File: src/rtl/disp_pkg.sv
// Shared widths, limits and FSM encoding for the BCD scan driver.
// Also holds the input clamp, which is used when a value is captured.
package disp_pkg;

    localparam int DIGITS  = 4;
    localparam int BCD_W   = 4;
    localparam int BIN_W   = 14;
    localparam int DISP_W  = DIGITS * BCD_W;
    localparam int SHIFT_W = DISP_W + BIN_W;

    localparam logic [BIN_W-1:0] MAX_VAL = 14'd9999;

    typedef enum logic [1:0] {
        IDLE,
        CONV,
        COMMIT
    } state_t;

    typedef struct packed {
        logic             ovf;
        logic [BIN_W-1:0] val;
    } clamp_t;

    function automatic clamp_t clamp_value(input logic [BIN_W-1:0] v);
        clamp_t r;
        r.ovf = (v > MAX_VAL);
        r.val = r.ovf ? MAX_VAL : v;
        return r;
    endfunction

endpackage

File: src/rtl/disp_bcd_scan_driver_if.sv
// Load/value inputs and scan/status outputs between the upstream logic
// and the BCD scan driver.
interface disp_bcd_scan_driver_if;
    import disp_pkg::*;

    logic [BIN_W-1:0] value_in;
    logic             load;
    logic [1:0]       scan_idx;
    logic [BCD_W-1:0] digit_bcd;
    logic             digit_blank;
    logic             busy;
    logic             done;
    logic             overflow;

    modport master (
        output value_in, load,
        input  scan_idx, digit_bcd, digit_blank, busy, done, overflow
    );

    modport slave (
        input  value_in, load,
        output scan_idx, digit_bcd, digit_blank, busy, done, overflow
    );

endinterface

File: src/rtl/bcd_adj3.sv
// Double-dabble nibble correction: any BCD digit of 5 or more gets 3 added
// so that the following left shift carries correctly into the next digit.
module bcd_adj3 (
    input  logic [3:0] din,
    output logic [3:0] dout
);

    assign dout = (din >= 4'd5) ? din + 4'd3 : din;

endmodule

File: src/rtl/disp_bcd_scan_driver.sv
// Binary-to-BCD front end for a 4-digit multiplexed 7-segment display:
// sequential double-dabble conversion, tear-free display register, digit scan.
module disp_bcd_scan_driver
    import disp_pkg::*;
#(
    parameter int PRESCALE    = 50000,
    parameter bit LZ_SUPPRESS = 1'b1
) (
    input  logic                   clk,
    input  logic                   rst,
    disp_bcd_scan_driver_if.slave  bus
);

    localparam int PRE_W = (PRESCALE > 1) ? $clog2(PRESCALE) : 1;
    localparam logic [PRE_W-1:0] PRE_LAST = PRE_W'(PRESCALE - 1);

    state_t             state_q, state_d;
    logic [3:0]         bit_cnt_q, bit_cnt_d;
    logic [SHIFT_W-1:0] shift_q, shift_d;
    logic               conv_ovf_q, conv_ovf_d;
    logic [BIN_W-1:0]   pend_val_q, pend_val_d;
    logic               pend_ovf_q, pend_ovf_d;
    logic               pend_vld_q, pend_vld_d;
    logic [DISP_W-1:0]  disp_q, disp_d;
    logic               ovf_q, ovf_d;
    logic               busy_q, busy_d;
    logic               done_q, done_d;
    logic [PRE_W-1:0]   pre_q, pre_d;
    logic [1:0]         scan_q, scan_d;

    clamp_t             in_c;
    logic [DISP_W-1:0]  adj;
    logic [SHIFT_W-1:0] adj_full;
    logic [DIGITS-1:0]  upper_zero;

    assign in_c = clamp_value(bus.value_in);

    // Correct every BCD nibble in parallel, then the whole register shifts once.
    generate
        for (genvar gi = 0; gi < DIGITS; gi++) begin : g_adj
            bcd_adj3 u_adj (
                .din  (shift_q[BIN_W + BCD_W*gi +: BCD_W]),
                .dout (adj[BCD_W*gi +: BCD_W])
            );
            assign upper_zero[gi] = (disp_q[DISP_W-1 : BCD_W*gi] == '0);
        end
    endgenerate

    assign adj_full = {adj, shift_q[BIN_W-1:0]};

    always_comb begin
        state_d    = state_q;
        bit_cnt_d  = bit_cnt_q;
        shift_d    = shift_q;
        conv_ovf_d = conv_ovf_q;
        pend_val_d = pend_val_q;
        pend_ovf_d = pend_ovf_q;
        pend_vld_d = pend_vld_q;
        disp_d     = disp_q;
        ovf_d      = ovf_q;
        done_d     = 1'b0;

        case (state_q)
            IDLE: begin
                if (bus.load) begin
                    shift_d    = {{DISP_W{1'b0}}, in_c.val};
                    conv_ovf_d = in_c.ovf;
                    bit_cnt_d  = 4'd0;
                    state_d    = CONV;
                end
            end
            CONV: begin
                shift_d   = adj_full << 1;
                bit_cnt_d = bit_cnt_q + 4'd1;
                if (bit_cnt_q == 4'(BIN_W - 1)) begin
                    state_d = COMMIT;
                end
                if (bus.load) begin
                    pend_vld_d = 1'b1;
                    pend_val_d = in_c.val;
                    pend_ovf_d = in_c.ovf;
                end
            end
            COMMIT: begin
                disp_d = shift_q[SHIFT_W-1:BIN_W];
                ovf_d  = conv_ovf_q;
                done_d = 1'b1;
                // A load on this very edge is the newest pending value.
                if (bus.load || pend_vld_q) begin
                    shift_d    = {{DISP_W{1'b0}}, (bus.load ? in_c.val : pend_val_q)};
                    conv_ovf_d = bus.load ? in_c.ovf : pend_ovf_q;
                    bit_cnt_d  = 4'd0;
                    pend_vld_d = 1'b0;
                    state_d    = CONV;
                end else begin
                    state_d = IDLE;
                end
            end
            default: state_d = IDLE;
        endcase

        busy_d = (state_d != IDLE);

        if (pre_q == PRE_LAST) begin
            pre_d  = '0;
            scan_d = scan_q + 2'd1;
        end else begin
            pre_d  = pre_q + PRE_W'(1);
            scan_d = scan_q;
        end
    end

    always_ff @(posedge clk or posedge rst) begin
        if (rst) begin
            state_q    <= IDLE;
            bit_cnt_q  <= '0;
            shift_q    <= '0;
            conv_ovf_q <= 1'b0;
            pend_val_q <= '0;
            pend_ovf_q <= 1'b0;
            pend_vld_q <= 1'b0;
            disp_q     <= '0;
            ovf_q      <= 1'b0;
            busy_q     <= 1'b0;
            done_q     <= 1'b0;
            pre_q      <= '0;
            scan_q     <= '0;
        end else begin
            state_q    <= state_d;
            bit_cnt_q  <= bit_cnt_d;
            shift_q    <= shift_d;
            conv_ovf_q <= conv_ovf_d;
            pend_val_q <= pend_val_d;
            pend_ovf_q <= pend_ovf_d;
            pend_vld_q <= pend_vld_d;
            disp_q     <= disp_d;
            ovf_q      <= ovf_d;
            busy_q     <= busy_d;
            done_q     <= done_d;
            pre_q      <= pre_d;
            scan_q     <= scan_d;
        end
    end

    assign bus.scan_idx    = scan_q;
    assign bus.digit_bcd   = disp_q[BCD_W*scan_q +: BCD_W];
    assign bus.digit_blank = LZ_SUPPRESS && (scan_q != 2'd0) && upper_zero[scan_q];
    assign bus.busy        = busy_q;
    assign bus.done        = done_q;
    assign bus.overflow    = ovf_q;

endmodule

File: src/flat_wrapper.sv
// flat-port wrapper written by rule: the top's interface ports become plain ports
module disp_bcd_scan_driver_flat import disp_pkg::*;
#(
    parameter int PRESCALE    = 50000,
    parameter bit LZ_SUPPRESS = 1'b1
)
  (clk, rst, bus_value_in, bus_load, bus_scan_idx, bus_digit_bcd, bus_digit_blank, bus_busy, bus_done, bus_overflow);
  disp_bcd_scan_driver_if bus_i ();
  input  logic clk;
  input  logic rst;
  input wire logic [$bits(bus_i.value_in)-1:0] bus_value_in;
  input wire logic [$bits(bus_i.load)-1:0] bus_load;
  output wire logic [$bits(bus_i.scan_idx)-1:0] bus_scan_idx;
  output wire logic [$bits(bus_i.digit_bcd)-1:0] bus_digit_bcd;
  output wire logic [$bits(bus_i.digit_blank)-1:0] bus_digit_blank;
  output wire logic [$bits(bus_i.busy)-1:0] bus_busy;
  output wire logic [$bits(bus_i.done)-1:0] bus_done;
  output wire logic [$bits(bus_i.overflow)-1:0] bus_overflow;
  assign bus_i.value_in = bus_value_in;
  assign bus_i.load = bus_load;
  assign bus_scan_idx = bus_i.scan_idx;
  assign bus_digit_bcd = bus_i.digit_bcd;
  assign bus_digit_blank = bus_i.digit_blank;
  assign bus_busy = bus_i.busy;
  assign bus_done = bus_i.done;
  assign bus_overflow = bus_i.overflow;
  disp_bcd_scan_driver #(.PRESCALE(PRESCALE), .LZ_SUPPRESS(LZ_SUPPRESS)) u_core (.clk(clk), .rst(rst), .bus(bus_i));
endmodule
File: config.mk
export PLATFORM = sky130hd
export DESIGN_NAME = disp_bcd_scan_driver_flat
export DESIGN_NICKNAME = d
export VERILOG_FILES = /design/src/rtl/disp_pkg.sv /design/src/rtl/disp_bcd_scan_driver_if.sv /design/src/rtl/bcd_adj3.sv /design/src/rtl/disp_bcd_scan_driver.sv /design/src/flat_wrapper.sv
export SDC_FILE = /design/constraint.sdc
export NUM_CORES = 1
export LEC_CHECK = 0
export ABC_AREA = 1
export CAP_MARGIN = 5
export CORE_ASPECT_RATIO = 2
export CORE_MARGIN = 3
export CORE_UTILIZATION = 25
export DETAILED_ROUTE_END_ITERATION = 6
export DONT_BUFFER_PORTS = 1
export PLACE_DENSITY = 0.35
export SYNTH_ARGS = -nofsm -noshare
export SYNTH_HDL_FRONTEND = slang
export SYNTH_HIERARCHICAL = 1
export SYNTH_SLANG_ARGS = --single-unit
File: constraint.sdc
create_clock -name clk -period 3.7 [get_ports clk]
set_input_delay 0.74 -clock clk [delete_from_list [all_inputs] [get_ports clk]]
set_output_delay 0.74 -clock clk [all_outputs]
set_load 0.05 [all_outputs]
== After elaboration in Yosys (flattened, before gate mapping) ==
Cells that the tools add are included.

* Flip-flop bits (word level): 90
* Bits in latches: 0
* Bits in writable memories: 0
* Memory bits (read-only): 0
* Bits of input ports: 17
* Word-level logic and storage cells: 76
* Memories kept: 0

* Add/sub/neg operators: 7
* Multiply operators: 0
* Divide/modulo/power cells: 0
* Magnitude comparators: 6
* Equal/unequal tests: 7
* Shift operators: 1
* Multiplexer cells: 27
* Bitwise gates (word level): 0
* Reductions and logical operators: 15

{| class="wikitable"
|+ Operators by type and width
! operator !! number
|-
| 30-bit case mux with 3 select lines || 1
|-
| 30-bit 2-to-1 mux || 2
|-
| 14-bit 2-to-1 mux || 2
|-
| 4-bit 2-to-1 mux || 5
|-
| 16-bit by 1-bit adder with 16-bit output (second input constant) || 1
|-
| 16-bit == test (second input constant) || 1
|-
| 4-bit by 3-bit greater-or-equal comparator with 1-bit output (second input constant) || 4
|-
| 16-bit zero test || 1
|-
| 16-bit 2-to-1 mux || 1
|-
| 16-bit by 5-bit variable part select with 4-bit output || 1
|-
| 14-bit > comparator (second input constant) || 1
|-
| 4-bit by 2-bit adder with 4-bit output (second input constant) || 3
|-
| 12-bit zero test || 1
|-
| 4-bit case mux with 3 select lines || 1
|-
| 3-bit AND reduction || 3
|-
| 8-bit zero test || 1
|-
| 1-bit 2-to-1 mux || 8
|-
| 2-bit nonzero test || 4
|-
| 2-bit case mux with 3 select lines || 1
|-
| 4-bit by 1-bit adder with 4-bit output (second input constant) || 1
|-
| 4-bit == test (second input constant) || 1
|-
| 4-bit zero test || 1
|-
| 2-bit 2-to-1 mux || 2
|-
| 2-bit != test (second input constant) || 2
|-
| other kinds (13) || 14
|}

== Longest topological paths before layout ==
Gate-level depths: netlist of run 1.

* Depth in word-level cells: 5
* Depth in mapped cells: 11
* Mapped depth without buffers: 10

== Hierarchy ==
The synthesis of run 1 kept the hierarchy.

{| class="wikitable"
|+ By module, submodules not included
! module !! instances !! cells an instance !! area each (sq um) !! sequential area each (sq um)
|-
| disp_bcd_scan_driver || 1 || 592 || 4575.6 || 2252.2
|-
| bcd_adj3 || 4 || 23 || 135.1 || 0.0
|}

== Worst setup path before layout of run 1 ==
Ideal clock, no wire load.

* Path type: register -> output
* Start: register u_core.scan_q[0] (netlist: u_core/bus.scan_idx[0])
* End: output port bus_digit_blank
* Arrival time: 2.453 ns
* Data required time: 2.960 ns
* Setup slack: 0.507 ns
* Cell stages (with the launch flop): 6
* Cell sequence: dfrtp_1 -> clkinv_1 -> ha_1 -> nor2_1 -> nand4_1 -> nor3_1

* Cells in the longest elaborated chain, start to end: 3
* Elaborated cells between the ends (all ways): 4
* Classes of those cells: mux (2); reduce/logical (2)

{| class="wikitable"
|+ Ends and longest elaborated chain
! item !! line !! text
|-
| from (decl) || disp_bcd_scan_driver.sv:29 || <nowiki>logic [1:0] scan_q, scan_d;</nowiki>
|-
| from (signal assigned) || disp_bcd_scan_driver.sv:141 || <nowiki>scan_q <= scan_d;</nowiki>
|-
| 1-bit binary-select mux with 2-bit select || disp_bcd_scan_driver.sv:147 || <nowiki>assign bus.digit_blank = LZ_SUPPRESS && (scan_q != 2'd0) && upper_zero[scan_q];</nowiki>
|-
| 1-bit 2-to-1 mux (not written as such) || disp_bcd_scan_driver.sv:147 ||
|-
| 1-bit logical AND (*) || disp_bcd_scan_driver.sv:147 ||
|-
| to (decl) || flat_wrapper.sv:15 || <nowiki>output wire logic [$bits(bus_i.digit_blank)-1:0] bus_digit_blank;</nowiki>
|}

Mark *: on every way between the ends. The rest lies on a longest branch, timed or not. The select of a mux whose other input is x is not followed.

== Worst setup path in the final report of run 1 ==
* Start: register u_core.scan_q[1] (netlist: u_core/bus.scan_idx[1])
* End: output port bus_digit_blank

Same word-level chain as after synthesis.

==> flow_summary.toml, run 1 <==
[synthesis]
postSynthAreaPerCell_um2 = 7.496
synth_warnings = 6
synth_area_um2 = 5090
synth_nets = 712
synthCells = 679

[grt]
gr-max-usage-layer = "met2"
grt_max_degree = 50
grt_pass1_vias = 4584
grt_pass1_wl_um = 22860
globalRouteMet3Util_pct = 1.961
overflow = 0
use_met2_pct = 24.66
use_met1_pct = 13.42
grt_use_total_pct = 12.96
antenna_found_initial = 0

[power_and_ir_drop]
p_int_mw = 2.039
power_density_nw_per_um2 = 549.4
p_sw_mw = 1.087
comb_power_share_pct = 25.8
irDropWorstVdd_mv = 0.2419
seq_power_share_pct = 42.8
p_clk_share_pct = 31.4
power.share.switching_pct = 34.76
p_total_mw = 3.126
p_leak_nw = 2.708

[sta]
post-route-period-util_pct = 76.69
rsz0062_at_grt = "no"
relSlewSlack_pct = 58.76
min_period_ns = 2.838
slew_violations = 0
clock.fmax_mhz = 352.4
fin_ws_ns = 0.8623
setup_viol = 0
setup_tns_ns = 0
tightest_slew_ns = 0.6179
skew_ns = 0.01177
finalHoldViolations = 0

[route]
postRouteAntennaNets = 0
routed_via_density = 4.485
routed_wl_um = 13590
dr.pass1.iters = 4
vias = 4225
wl_per_cell_um = 14.43
remaining_drc_errors = 0
first_iter_violations = 129

[placed_design]
dp_slack_ns = 1.194
portBuffers = 0
place_congestion = 0.8295
dp_hpwl_um = 9736

[cts]
post-cts-setup-buffers = 0
clock_latency_ns = 0.34
cts_repair_resize_count = 0
cts_inserted_buffers = 9
htreeDepth = 3
cts_tree = "built"
cts_sinks = 90
postCtsHoldBufs = 0
clockBufferDepth = 2
clock-root-buffer = "clkbuf_16"
clkTransAtPathRegs_ns = 0.07

[floorplanning]
start_util_pct = 25.56
core_area_um2 = 19910
io_pins = 27
die_w_um = 106.9
die_h_um = 207.8
dieArea_um2 = 22210
num_rows = 73

[setup_path]
worstSetupPathType = "reg -> out"
cp_max_fo = 8
startpoint_type = "flip-flop"
critPathRequiredTime_ns = 2.96
arrival_ns = 2.10
critPathCaptureType = "primary output"

[final_layout]
nets = 709
antenna_cells = 0
fillers = 2267
area_growth_pct = 11.77
drive_above_1_share_pct = 9.118

[worst_hold_path]
hold_class = "in -> async"

[run]
cap_viol_max_count = 0

[run_status]
outcome = "finished, final reports clean"
==> power by group through the flow <==
| stage | sequential (mW) | combinational (mW) | clock (mW) |
|---|---|---|---|
| 2_1_floorplan | 1.32 | 0.647 | 0 |
| 3_3_place_gp | 1.36 | 0.815 | 0 |
| 3_5_place_dp | 1.36 | 0.821 | 0 |
| 4_1_cts | 1.34 | 0.828 | 1.03 |
| 5_1_grt | 1.37 | 0.942 | 1.06 |
| 6_report | 1.34 | 0.806 | 0.981 |
==> layout make-up <==
cell class	count	area (um^2)	share of cell area, %
Sequential cell	90	2252	39.59
Tap cell	262	327.8	5.762
Timing Repair Buffer	11	95.09	1.671
Clock inverter	5	80.08	1.408
Clock buffer	10	229.0	4.025
Multi-Input combinational cell	476	2372	41.70
Inverter	88	332.8	5.850
==> cell usage in the layout, fill, tap and decap left out, types with 2 or more instances in the layout <==
cell,n
xnor2_1,2
nor3_1,4
o21ai_1,10
nand4_1,3
clkinvlp_4,2
inv_1,79
o21ai_2,4
ha_1,16
nand3_2,2
dfrtp_1,90
nand2_2,4
clkbuf_16,9
nand2_1,184
inv_2,7
o21ai_0,54
a21oi_1,29
nor4_1,4
buf_4,10
a21oi_2,6
a31oi_1,4
o21a_1,2
o22ai_1,9
xor2_1,7
nor2_1,89
nor2_4,8
nand3_1,26
bufinv_16,2
==> registers in the layout (all words and copies together), names as in the netlist, 2 cells and up <==
register             flops
u_core/bus.scan_idx      2
u_core/bit_cnt_q         4
u_core/pend_val_q       14
u_core/shift_q          30
u_core/state_q           2
u_core/disp_q           16
u_core/pre_q            16
==> layer usage <==
layer  vias up  wire (um)
met5         -          0
met4         0        476
met3        25        358
met2        63       7424
met1      2004       5331
li1       2133          -
==> critical path, cell delays in order (launching register included) <==
cell and delay, ns:
dfrtp_1 0.74, inv_1 0.20, ha_1 0.23, nor2_1 0.10, nand4_1 0.10, nor3_2 0.18, buf_4 0.21
==> metrics by stage <==
stage                     instances  area (um^2)  util, %  hold slack, ns
after floorplan                 679         5090        -          0.4329
after global placement          927         5380    27.02          0.4453
after detailed placement        927         5380    27.02          0.4553
after CTS                       942         5689    28.57          0.3461
after global routing            942         5689    28.57          0.3683
final                           942         5689    28.57          0.3313
==> final timing paths <==
check	from	cells after the start	slack [ns]	endpoint
max	u_core/bus.scan_idx[1]$_DFFE_PP0N_	6	0.86	bus_digit_blank
min	rst	1	0.33	u_core/pend_val_q[5]$_DFFE_PP0P_
max reg2reg	u_core/state_q[1]$_DFF_PP0_	6	1.52	u_core/pend_val_q[2]$_DFFE_PP0P_
min reg2reg	u_core/pre_q[0]$_DFF_PP0_	1	0.46	u_core/pre_q[0]$_DFF_PP0_
max in group asynchronous	rst	2	2.66	u_core/shift_q[17]$_DFFE_PP0P_
min in group clk	u_core/pre_q[0]$_DFF_PP0_	1	0.46	u_core/pre_q[0]$_DFF_PP0_
Power figures use the tool's default switching activity.
==> run 2, diff against run 1 <==
Settings changed: PLACE_DENSITY 0.35 to 0.37.
Clock period 3.7 ns to 2.44 ns, I/O delays scaled along.
==> run 2 against run 1 <==
Net effect:
- clock skew fell by 0.0043 ns
- count of clock-buffer cells in the layout did not move
- die area did not move
- register-to-register slack got worse by 1.0 ns
- worst hold slack got worse by 0.24 ns
- cell area rose by 1.1%
- critical endpoint unchanged
- largest power group unchanged
==> flow_summary.toml, run 2 (synthesis results as in run 1) <==
[setup_path]
slowest_delay_ns = 0.35
r2r-end = "u_core/bit_cnt_q[2]$_DFFE_PP0P_"
reg2regPathDepth = 8
critPathCaptureType = "primary output"
worstSetupPathType = "reg -> out"
r2r-start = "u_core/state_q[1]$_DFF_PP0_"
cp_max_fo = 10
crit_family = "buffers and inverters"
cp_slowest_cell = "dfrtp_1"
regToRegSetupSlack_ns = 0.51
arrival_ns = 1.75
startpoint_type = "flip-flop"
path_buf_inv = 2
cp-startpoint = "u_core/bus.scan_idx[0]$_DFFE_PP0N_"
critPathRequiredTime_ns = 1.95
cp_cell_sequence = "clkinv_1 > ha_1 > nor2_1 > nand4_1 > nor3_2 > buf_4"

[sta]
tightest_slew_ns = 0.6437
skew_ns = 0.007423
relSlewSlack_pct = 57.00
post-route-period-util_pct = 91.56
clock.fmax_mhz = 447.6
rsz0062_at_grt = "no"
finalHoldViolations = 0
slew_violations = 0
setup_viol = 0
min_period_ns = 2.234
fin_ws_ns = 0.2058

[worst_hold_path]
hold_class = "in -> async"

[final_layout]
largest_reg_flops = 30
layout.cells.most_common = "nand2_1"
area_growth_pct = 13.00
post-route-cell-area_um2 = 5752
fillers = 2252
nets = 714
top_register = "u_core/shift_q"
antenna_cells = 0
drive_above_1_share_pct = 9.913
fin_cells = 948
final_cell_mix = "nand2_1, dfrtp_1, nor2_1"
top_regs = "u_core/shift_q x30, u_core/disp_q x16, u_core/pre_q x16"

[floorplanning]
core_area_um2 = 19910
die_w_um = 106.9
num_rows = 73
io_pins = 27
start_util_pct = 25.56
die_h_um = 207.8
dieArea_um2 = 22210

[power_and_ir_drop]
seq_power_share_pct = 42.7
power_density_nw_per_um2 = 825.6
irDropWorstVdd_mv = 0.3716
p_leak_nw = 2.733
comb_power_share_pct = 25.6
power.share.switching_pct = 34.40
p_int_mw = 3.115
p_clk_share_pct = 31.8
p_sw_mw = 1.634

[grt]
grt_pass1_vias = 4393
grt_use_total_pct = 12.62
antenna_found_initial = 0
overflow = 0
grt_max_degree = 29
grt_pass1_wl_um = 22180

[cts]
postCtsHoldBufs = 0
clock-root-buffer = "clkbuf_16"
cts_repair_resize_count = 0
cts_tree = "built"
clock_latency_ns = 0.34
post-cts-setup-buffers = 0
cts_inserted_buffers = 9
clockBufferDepth = 2
clkTransAtPathRegs_ns = 0.07
cts_sinks = 90
htreeDepth = 3

[route]
first_iter_violations = 169
vias = 4213
routed_wl_um = 13100
remaining_drc_errors = 0
wl_per_cell_um = 13.82
dr.pass1.iters = 4
routed_via_density = 4.444
postRouteAntennaNets = 0

[placed_design]
portBuffers = 0
dpl-instance-area_um2 = 5431
dp.cells = 932
dp_slack_ns = 0.5297
dp_hpwl_um = 9837
place_congestion = 0.8048

[run_status]
outcome = "finished, final reports clean"

[run]
cap_viol_max_count = 0
## run 2: cell count changes in the layout (fill, tap and decap cells not counted), sizes merged
cell      delta
clkinvlp     +2
buf          +5
inv          -1
## run 2: final cells by class
type	count	area (um^2)	share of cell area, %
Inverter	88	334.1	5.808
Timing Repair Buffer	16	145.1	2.523
Clock buffer	10	229.0	3.981
Tap cell	262	327.8	5.699
Multi-Input combinational cell	476	2372	41.24
Clock inverter	6	91.34	1.588
Sequential cell	90	2252	39.16
## run 2: power by group through the flow
stage | combinational, mW | sequential (mW) | clock [mW]
after floorplan | 0.982 | 1.99 | 0
after global placement | 1.22 | 2.06 | 0
after detailed placement | 1.24 | 2.06 | 0
after CTS | 1.24 | 2.03 | 1.58
after global routing | 1.42 | 2.06 | 1.63
final | 1.21 | 2.03 | 1.51
## run 2: worst max-delay path by stage
stage	to	slack [ns]	cells past startpoint
after floorplan	bus_digit_blank	-0.10	5
after global placement	bus_digit_blank	0.57	6
after detailed placement	u_core/bit_cnt_q[2]$_DFFE_PP0P_	0.53	8
after CTS	bus_digit_blank	0.17	6
after global routing	bus_digit_blank	0.06	6
final	bus_digit_blank	0.21	6
## run 2: metal layers
metal | GRT usage [%] | routed length (um) | vias to the layer above
met5 | 0 | 0 | -
met4 | 5.519 | 342 | 0
met3 | 1.992 | 369 | 17
met2 | 23.94 | 7359 | 60
met1 | 13.33 | 5032 | 1987
li1 | - | - | 2149
## run 2: per-stage QoR
| stage | hold slack (ns) | setup TNS [ns] | utilization, % | power [mW] |
|---|---|---|---|---|
| 6_report | 0.09462 | 0 | 28.89 | 4.748 |
| 5_1_grt | 0.1312 | 0 | 28.89 | 5.112 |
| 4_1_cts | 0.1038 | 0 | 28.89 | 4.854 |
| 3_5_place_dp | 0.4577 | 0 | 27.28 | 3.295 |
| 3_3_place_gp | 0.4592 | 0 | 27.28 | 3.283 |
| 2_1_floorplan | 0.4329 | -0.1007 | - | 2.976 |
